### config.mk
export PLATFORM = sky130hd
export DESIGN_NAME = compress_scheduler_flat
export DESIGN_NICKNAME = d
export VERILOG_FILES = /design/src/rtl/compress_scheduler_pkg.sv /design/src/rtl/compress_scheduler_if.sv /design/src/rtl/compress_scheduler_fetch.sv /design/src/rtl/compress_scheduler.sv /design/src/flat_wrapper.sv
export SDC_FILE = /design/constraint.sdc
export NUM_CORES = 2
export LEC_CHECK = 0
export ABC_CLOCK_PERIOD_IN_PS = 5100
export CAP_MARGIN = 15
export CORE_AREA = 2 2 721 723
export DETAILED_ROUTE_END_ITERATION = 6
export DIE_AREA = 0 0 723 725
export PLACE_DENSITY = 0.31
export SYNTH_ARGS = -nofsm -noshare
export SYNTH_HDL_FRONTEND = slang
export SYNTH_HIERARCHICAL = 1
export SYNTH_SLANG_ARGS = --single-unit
export TNS_END_PERCENT = 5
### constraint.sdc
create_clock -name clk -period 5.1 [get_ports clk]
set_clock_uncertainty 0.2 [all_clocks]
set_input_delay 1.02 -clock clk [delete_from_list [all_inputs] [get_ports clk]]
set_output_delay 1.02 -clock clk [all_outputs]
set_load 0.02 [all_outputs]
### src/rtl/compress_scheduler_pkg.sv
`default_nettype none
// ============================================================================
// compress_scheduler_pkg
// Shared sizes, block types and sequencer state encoding for the scheduler.
// Revision: 1.0
// ============================================================================
package compress_scheduler_pkg;

    localparam int BLOCK_SIZE  = 8;
    localparam int PIX_W       = 8;
    localparam int PIXQ_W      = 9;
    localparam int COEFF_WIDTH = 9;
    localparam int DIM_W       = 8;
    localparam int ADDR_W      = 18;
    localparam int ROW_W       = $clog2(BLOCK_SIZE);

    // Elements are two's-complement; [row][col][bit] with row 0 in the LSBs.
    typedef logic [BLOCK_SIZE-1:0][BLOCK_SIZE-1:0][PIXQ_W-1:0]      block_t;
    typedef logic [BLOCK_SIZE-1:0][BLOCK_SIZE-1:0][COEFF_WIDTH-1:0] coeff_blk_t;

    typedef enum logic [2:0] {
        S_IDLE  = 3'd0,
        S_FETCH = 3'd1,
        S_START = 3'd2,
        S_WAIT  = 3'd3,
        S_OUT   = 3'd4,
        S_DONE  = 3'd5
    } sched_state_e;

    // Unsigned 0..255 to signed -128..127, exact in 9 bits.
    function automatic logic [PIXQ_W-1:0] level_shift(input logic [PIX_W-1:0] pix);
        return {1'b0, pix} - PIXQ_W'(128);
    endfunction

endpackage
`default_nettype wire

### src/rtl/compress_scheduler_if.sv
`default_nettype none
// ============================================================================
// compress_scheduler_if
// Quantized-coefficient block stream towards the entropy coder (valid/ready).
// Revision: 1.0
// ============================================================================
interface compress_scheduler_if;
    import compress_scheduler_pkg::*;

    logic             coeff_valid;
    logic             coeff_ready;
    coeff_blk_t       coeffs_out;
    logic [DIM_W-1:0] blk_x;
    logic [DIM_W-1:0] blk_y;
    logic             last_block;

    modport master (
        output coeff_valid, coeffs_out, blk_x, blk_y, last_block,
        input  coeff_ready
    );

    modport slave (
        input  coeff_valid, coeffs_out, blk_x, blk_y, last_block,
        output coeff_ready
    );

endinterface
`default_nettype wire

### src/rtl/compress_scheduler_fetch.sv
`default_nettype none
// ============================================================================
// compress_scheduler_fetch
// Reads one 8x8 block row by row, level-shifts it and assembles blk_pixels.
// Revision: 1.0
// ============================================================================
module compress_scheduler_fetch
    import compress_scheduler_pkg::*;
(
    input  wire                        clk,
    input  wire                        rst,
    input  wire                        en,
    input  wire [DIM_W-1:0]            blk_x,
    input  wire [DIM_W-1:0]            blk_y,
    input  wire [DIM_W-1:0]            w_lat,
    output logic                       pix_rd_en,
    output logic [ADDR_W-1:0]          pix_rd_addr,
    input  wire [BLOCK_SIZE*PIX_W-1:0] pix_rd_data,
    output block_t                     blk_pixels,
    output logic                       done
);

    // Counts 0..8: reads on 0..7, the extra cycle lets the final row land.
    logic [ROW_W:0]      r_cnt;
    logic                r_rd_d;
    logic [ROW_W-1:0]    r_row_d;
    block_t              r_pixels;
    logic [ADDR_W-1:0]   w_row;

    assign pix_rd_en   = en && !r_cnt[ROW_W];
    assign done        = en &&  r_cnt[ROW_W];
    assign w_row       = ADDR_W'({blk_y, r_cnt[ROW_W-1:0]});
    assign pix_rd_addr = pix_rd_en ? (w_row * ADDR_W'(w_lat) + ADDR_W'(blk_x)) : '0;
    assign blk_pixels  = r_pixels;

    always_ff @(posedge clk) begin
        if (rst) begin
            r_cnt    <= '0;
            r_rd_d   <= 1'b0;
            r_row_d  <= '0;
            r_pixels <= '0;
        end else begin
            r_cnt   <= (en && !done) ? r_cnt + 1'b1 : '0;
            r_rd_d  <= pix_rd_en;
            r_row_d <= r_cnt[ROW_W-1:0];
            if (r_rd_d) begin
                for (int c = 0; c < BLOCK_SIZE; c++) begin
                    r_pixels[r_row_d][c] <= level_shift(pix_rd_data[c*PIX_W +: PIX_W]);
                end
            end
        end
    end

endmodule
`default_nettype wire

### src/rtl/compress_scheduler.sv
`default_nettype none
// ============================================================================
// compress_scheduler
// Raster-order frame sequencer for the 8x8 DCT/quantize datapath, one block in flight.
// Revision: 1.0
// ============================================================================
module compress_scheduler
    import compress_scheduler_pkg::*;
(
    input  wire                        clk,
    input  wire                        rst,
    input  wire                        frame_start,
    input  wire [DIM_W-1:0]            img_w_blocks,
    input  wire [DIM_W-1:0]            img_h_blocks,
    output logic                       pix_rd_en,
    output logic [ADDR_W-1:0]          pix_rd_addr,
    input  wire [BLOCK_SIZE*PIX_W-1:0] pix_rd_data,
    output logic                       blk_start,
    output block_t                     blk_pixels,
    input  wire                        blk_done,
    input  var coeff_blk_t             coeffs_in,
    output logic                       frame_done,
    output logic                       busy,
    compress_scheduler_if.master       coeff_if
);

    localparam int FRAME_W = 2*DIM_W + ROW_W;

    sched_state_e       r_state;
    sched_state_e       w_next;
    logic [DIM_W-1:0]   r_w_lat;
    logic [DIM_W-1:0]   r_h_lat;
    logic [DIM_W-1:0]   r_blk_x;
    logic [DIM_W-1:0]   r_blk_y;
    coeff_blk_t         r_coeffs;
    logic               w_fetch_done;
    logic               w_x_wrap;
    logic               w_last;
    logic               w_accept;
    logic               w_handshake;
    logic [FRAME_W-1:0] w_frame_words;

    assign w_x_wrap      = (r_blk_x == r_w_lat - 1'b1);
    assign w_last        = w_x_wrap && (r_blk_y == r_h_lat - 1'b1);
    assign w_accept      = (r_state == S_IDLE) && frame_start;
    assign w_handshake   = (r_state == S_OUT) && coeff_if.coeff_ready;
    assign w_frame_words = FRAME_W'(img_h_blocks) * FRAME_W'(img_w_blocks) * FRAME_W'(BLOCK_SIZE);

    always_comb begin
        w_next = r_state;
        case (r_state)
            S_IDLE:  if (frame_start)
                         w_next = (img_w_blocks == '0 || img_h_blocks == '0) ? S_DONE : S_FETCH;
            S_FETCH: if (w_fetch_done) w_next = S_START;
            S_START: w_next = S_WAIT;
            S_WAIT:  if (blk_done) w_next = S_OUT;
            S_OUT:   if (coeff_if.coeff_ready) w_next = w_last ? S_DONE : S_FETCH;
            S_DONE:  w_next = S_IDLE;
            default: w_next = S_IDLE;
        endcase
    end

    always_ff @(posedge clk) begin
        if (rst) begin
            r_state  <= S_IDLE;
            r_w_lat  <= '0;
            r_h_lat  <= '0;
            r_blk_x  <= '0;
            r_blk_y  <= '0;
            r_coeffs <= '0;
        end else begin
            r_state <= w_next;
            if (w_accept) begin
                assert (32'(w_frame_words) <= (32'(1) << ADDR_W));
                r_w_lat <= img_w_blocks;
                r_h_lat <= img_h_blocks;
                r_blk_x <= '0;
                r_blk_y <= '0;
            end else if (w_handshake) begin
                if (w_x_wrap) begin
                    r_blk_x <= '0;
                    r_blk_y <= r_blk_y + 1'b1;
                end else begin
                    r_blk_x <= r_blk_x + 1'b1;
                end
            end
            if (r_state == S_WAIT && blk_done) r_coeffs <= coeffs_in;
        end
    end

    compress_scheduler_fetch u_fetch (
        .clk         (clk),
        .rst         (rst),
        .en          (r_state == S_FETCH),
        .blk_x       (r_blk_x),
        .blk_y       (r_blk_y),
        .w_lat       (r_w_lat),
        .pix_rd_en   (pix_rd_en),
        .pix_rd_addr (pix_rd_addr),
        .pix_rd_data (pix_rd_data),
        .blk_pixels  (blk_pixels),
        .done        (w_fetch_done)
    );

    assign blk_start            = (r_state == S_START);
    assign frame_done           = (r_state == S_DONE);
    assign busy                 = (r_state == S_FETCH) || (r_state == S_START) ||
                                  (r_state == S_WAIT)  || (r_state == S_OUT);
    assign coeff_if.coeff_valid = (r_state == S_OUT);
    assign coeff_if.coeffs_out  = r_coeffs;
    assign coeff_if.blk_x       = r_blk_x;
    assign coeff_if.blk_y       = r_blk_y;
    assign coeff_if.last_block  = (r_state == S_OUT) && w_last;

endmodule
`default_nettype wire

### src/flat_wrapper.sv
// flat-port wrapper written by rule: the top's interface ports become plain ports
module compress_scheduler_flat import compress_scheduler_pkg::*;
  (clk, rst, frame_start, img_w_blocks, img_h_blocks, pix_rd_en, pix_rd_addr, pix_rd_data, blk_start, blk_pixels, blk_done, coeffs_in, frame_done, busy, coeff_if_coeff_valid, coeff_if_coeffs_out, coeff_if_blk_x, coeff_if_blk_y, coeff_if_last_block, coeff_if_coeff_ready);
  compress_scheduler_if coeff_if_i ();
  input  wire clk;
  input  wire rst;
  input  wire frame_start;
  input  wire [DIM_W-1:0] img_w_blocks;
  input  wire [DIM_W-1:0] img_h_blocks;
  output logic pix_rd_en;
  output logic [ADDR_W-1:0] pix_rd_addr;
  input  wire [BLOCK_SIZE*PIX_W-1:0] pix_rd_data;
  output logic blk_start;
  output block_t blk_pixels;
  input  wire blk_done;
  input  var coeff_blk_t coeffs_in;
  output logic frame_done;
  output logic busy;
  output wire logic [$bits(coeff_if_i.coeff_valid)-1:0] coeff_if_coeff_valid;
  output wire logic [$bits(coeff_if_i.coeffs_out)-1:0] coeff_if_coeffs_out;
  output wire logic [$bits(coeff_if_i.blk_x)-1:0] coeff_if_blk_x;
  output wire logic [$bits(coeff_if_i.blk_y)-1:0] coeff_if_blk_y;
  output wire logic [$bits(coeff_if_i.last_block)-1:0] coeff_if_last_block;
  input wire logic [$bits(coeff_if_i.coeff_ready)-1:0] coeff_if_coeff_ready;
  assign coeff_if_coeff_valid = coeff_if_i.coeff_valid;
  assign coeff_if_coeffs_out = coeff_if_i.coeffs_out;
  assign coeff_if_blk_x = coeff_if_i.blk_x;
  assign coeff_if_blk_y = coeff_if_i.blk_y;
  assign coeff_if_last_block = coeff_if_i.last_block;
  assign coeff_if_i.coeff_ready = coeff_if_coeff_ready;
  compress_scheduler u_core (.clk(clk), .rst(rst), .frame_start(frame_start), .img_w_blocks(img_w_blocks), .img_h_blocks(img_h_blocks), .pix_rd_en(pix_rd_en), .pix_rd_addr(pix_rd_addr), .pix_rd_data(pix_rd_data), .blk_start(blk_start), .blk_pixels(blk_pixels), .blk_done(blk_done), .coeffs_in(coeffs_in), .frame_done(frame_done), .busy(busy), .coeff_if(coeff_if_i));
endmodule
==> results by group <==
Placed design
  – Port Buffers: 1852
  – Final estimated routing congestion in global placement: 0.833
  – Total half-perimeter wirelength after legalization and detailed placement: 306000 µm

CTS
  – Clock-pin slew on the worst setup and hold paths: 0.06 ns
  – Buffer levels on the longest clock path: 4
  – Insertion delay of the later-clocked pin in the worst-skew pair: 0.87 ns
  – CTS tree: yes
  – H-tree depth reported by CTS: 4
  – Root buffer cell: sky130_fd_sc_hd__clkbuf_16
  – Total CTS buffers: 165
  – TritonCTS Sinks: 1131
  – Number of hold-repair buffers added at the cts stage: 0

Timing
  – Achievable frequency: 0.159 GHz
  – Summed negative setup slack over all endpoints: -12.53 ns
  – Final count of negative-setup-slack endpoints: 14
  – Worst slew margin: 30.2%
  – Pin slew with the least headroom to its limit: 1.05 ns
  – Setup repair after global routing missed its margin: yes
  – Post-route minimum period: 6.28 ns
  – Hold violation count in the final report: 0
  – PnR worst setup slack: -1.18 ns
  – Final slew viol count: 0
  – Final critical-path share of the clock period: 123%

Power
  – Areal power density over the cells: 296 nW/µm²
  – Maximum VDD drop: 219 µV
  – Switching power of the nets: 5.95 mW
  – Combinational power share: 6.8%
  – Register share of total power: 39.8%
  – Total Power Consumption: 22.5 mW
  – Switching power share of the total: 26.5%
  – Leakage dissipation: 23.9 nW
  – Part of the total power dissipated in the clock network: 53.4%
  – Internal power contribution: 16.5 mW

Status
  – Violated checks: negative setup slack
  – Status: complete, but fails checks

Global route
  – Wire length of the first global-routing pass: 481000 µm
  – Largest net degree at the start of global routing: 132
  – GR Util All Layers: 13.9%
  – Vias in the first global route: 44.1k
  – Remaining Overflow, GRT: 0
  – Initial antenna violation count: 234

Synth
  – Share of Yosys cell area claimed by the top area cell type: 52.4%
  – Syn_nets: 6255
  – Synth cell types: 59
  – Number of synthesized flops with an enable pin: 0
  – Part of the Yosys area used for sequential elements: 52.4%
  – Synthesis-stage register bit count: 1131
  – Synth Flop Type: sky130_fd_sc_hd__dfxtp_1
  – Count of yosys warnings during synthesis: 6
  – Netlist area before placement: 43200 µm²
  – Number of instances in the synthesized netlist: 5488
  – Proportion of synthesized flip-flops having asynchronous set or reset: 0%
  – Avg Inst Size Synth: 7.87 µm²
  – Ranking of synthesized cells by area: sky130_fd_sc_hd__dfxtp_1 52%, sky130_fd_sc_hd__nand2_1 19%, sky130_fd_sc_hd__a21oi_1 12%
  – Library cell with the largest summed area after synthesis: sky130_fd_sc_hd__dfxtp_1

Cells and area
  – Most common cell after layout, fill and taps aside: sky130_fd_sc_hd__nand2_1
  – Top library cells by usage in the layout, fill and taps aside: 2129 x sky130_fd_sc_hd__nand2_1, 1827 x sky130_fd_sc_hd__clkdlybuf4s50_1, 1110 x sky130_fd_sc_hd__dfxtp_1
  – Layout Nets: 7949
  – Synth-to-layout area growth: 75.8%
  – Finished Core Util: 14.7%
  – Fraction of layout cells with a size suffix above 1: 7.79%
  – Filler instances: 59.2k

Hold path
  – Hold Path Origin: u_core/u_fetch/blk_pixels[550]
  – Tightest Hold Check Type: reg2reg

Floorplanning
  – Core area: 516000 µm²
  – Boundary pin count: 1853
  – Chip Height: 725 µm
  – Die area: 524000 µm²
  – Die outline width: 723 µm
  – Number of placement rows: 264
  – Initial cell density of the core: 8.37%

Setup path
  – Origin of the critical flop-to-flop path: u_core/r_w_lat[0]
  – Crit. End Element: output port
  – Setup Crit Path Kind: reg2out
  – Start point of the critical path: u_core/r_w_lat[6]
  – Required time worst endpoint: 3.88 ns
  – Reg-to-reg slack, setup: 1.52 ns
  – Maximum fanout encountered on the critical timing path: 6
  – Nature of the critical path startpoint: flip-flop
  – Arrival time at the worst endpoint: 5.06 ns

Drt
  – Initial detailed-routing violation count: 2407
  – Detailed Routing Iterations Pass 1: 5
  – Detail Route Antenna Nets: 0
  – DRC violations left: 0
  – Overall routed net length: 380000 µm
  – Routed length per instance: 26.6 µm
  – Post-detailed-route via-to-cell ratio: 3.15
  – Vias: 44.9k

Job
  – Max Cap Violations: 0
[critical path, cell delays in order (launching register included)]
cell	delay, ns
sky130_fd_sc_hd__dfxtp_4	0.37
sky130_fd_sc_hd__buf_4	0.17
sky130_fd_sc_hd__and2_1	0.16
sky130_fd_sc_hd__fa_2	0.54
sky130_fd_sc_hd__fa_1	0.42
sky130_fd_sc_hd__fa_1	0.49
sky130_fd_sc_hd__inv_1	0.05
sky130_fd_sc_hd__fa_1	0.52
sky130_fd_sc_hd__inv_1	0.06
sky130_fd_sc_hd__ha_4	0.26
sky130_fd_sc_hd__and4_4	0.23
sky130_fd_sc_hd__nand2_2	0.06
sky130_fd_sc_hd__buf_4	0.15
sky130_fd_sc_hd__o311ai_4	0.23
sky130_fd_sc_hd__mux2i_2	0.29
sky130_fd_sc_hd__buf_4	0.18
[metal layers]
| metal | vias up | GRT usage [%] | wire length, µm |
|---|---|---|---|
| met5 | - | 0 | 533 |
| met4 | 80 | 4.46 | 14300 |
| met3 | 629 | 5.42 | 34700 |
| met2 | 1683 | 25.0 | 192000 |
| met1 | 21486 | 14.6 | 138000 |
| li1 | 21011 | - | - |
[cell families (layout without fill, tap and decap cells)]
| logic type | count (synthesis) | count (layout) | synth area share, % |
|---|---|---|---|
| other | 0 | 38 | 0 |
| XOR/XNOR | 33 | 33 | 0.669 |
| AO/OA/AOI/OAI | 1184 | 1184 | 14.4 |
| flip-flops | 1131 | 1131 | 52.4 |
| buffers and inverters | 620 | 2438 | 6.25 |
| AND/OR/NAND/NOR | 2408 | 2408 | 22.0 |
| multiplexers | 6 | 6 | 0.139 |
| adder cells (fa/ha/maj) | 106 | 106 | 4.13 |
[registers in the layout (all words and copies together) (netlist names)]
signal / flops
u_core/coeff_if.blk_x: 8
u_core/coeff_if.blk_y: 8
u_core/coeff_if.coeffs_out: 576
u_core/r_h_lat: 8
u_core/r_state: 3
u_core/r_w_lat: 8
u_core/u_fetch/blk_pixels: 512
u_core/u_fetch/r_cnt: 4
u_core/u_fetch/r_rd_d: 1
u_core/u_fetch/r_row_d: 3
[final timing paths]
check | endpoint | cells after the start
hold reg to reg | u_core/u_fetch/blk_pixels[550] | 2
setup / recovery | pix_rd_addr[16] | 15
hold / removal | u_core/u_fetch/blk_pixels[550] | 2
setup reg to reg | u_core/coeff_if.blk_y[5] | 9
[cell usage after synthesis (all sizes together) (4+ instances only)]
cell type and instances:
nand2 2136, dfxtp 1131, a21oi 1061, clkbuf 318, buf 197, inv 105
nor2 93, a211oi 69, and2 69, fa 61, ha 45, nor3 28
xnor2 21, o21ai 19, nand2b 12, nand3 12, xor2 12, nor2b 10
or3 10, nor4 9, and3 7, mux2i 6, nand4 6, a31oi 5
a21o 4, o21a 4
[power by group through the flow]
stage	clock, mW	combinational, mW	sequential, mW
6_report	12.0	1.53	8.94
5_1_grt	12.9	1.65	8.94
4_1_cts	12.7	1.59	8.94
3_5_place_dp	0	1.58	9.14
3_3_place_gp	0	1.58	9.14
2_1_floorplan	0	0.421	9.16
[metrics by stage]
step                      setup WS, ns  hold WS [ns]  cells  cell area [µm²]
after global routing             -1.38         0.265  14245            75900
after detailed placement         -1.06         0.246  13915            70000
after global placement           -1.08         0.242  13915            70000
after floorplan                -0.0641         0.250   5488            43500
final                            -1.18         0.251  14260            75900
after CTS                        -1.30         0.254  14214            75700
[final cells by class]
class                           count  area (µm²)  area share, %
Tap cell                         6916        8650           11.4
Timing Repair Buffer             2042       20300           26.7
Multi-Input combinational cell   3737       18400           24.2
Clock inverter                     52         723          0.953
Sequential cell                  1131       22700           29.9
Clock buffer                      239        4700           6.19
Inverter                          105         394          0.519
Antenna cell                       38        95.1          0.125
[what timing repair did]
| action | in CTS | in global routing |
|---|---|---|
| resized for setup | 117 | 23 |
| setup endpoints to repair | 17 | 16 |
| buffers inserted | 8 | 8 |
| pin swaps | 25 | 13 |
Note: power is estimated with default switching activity, not from simulation.
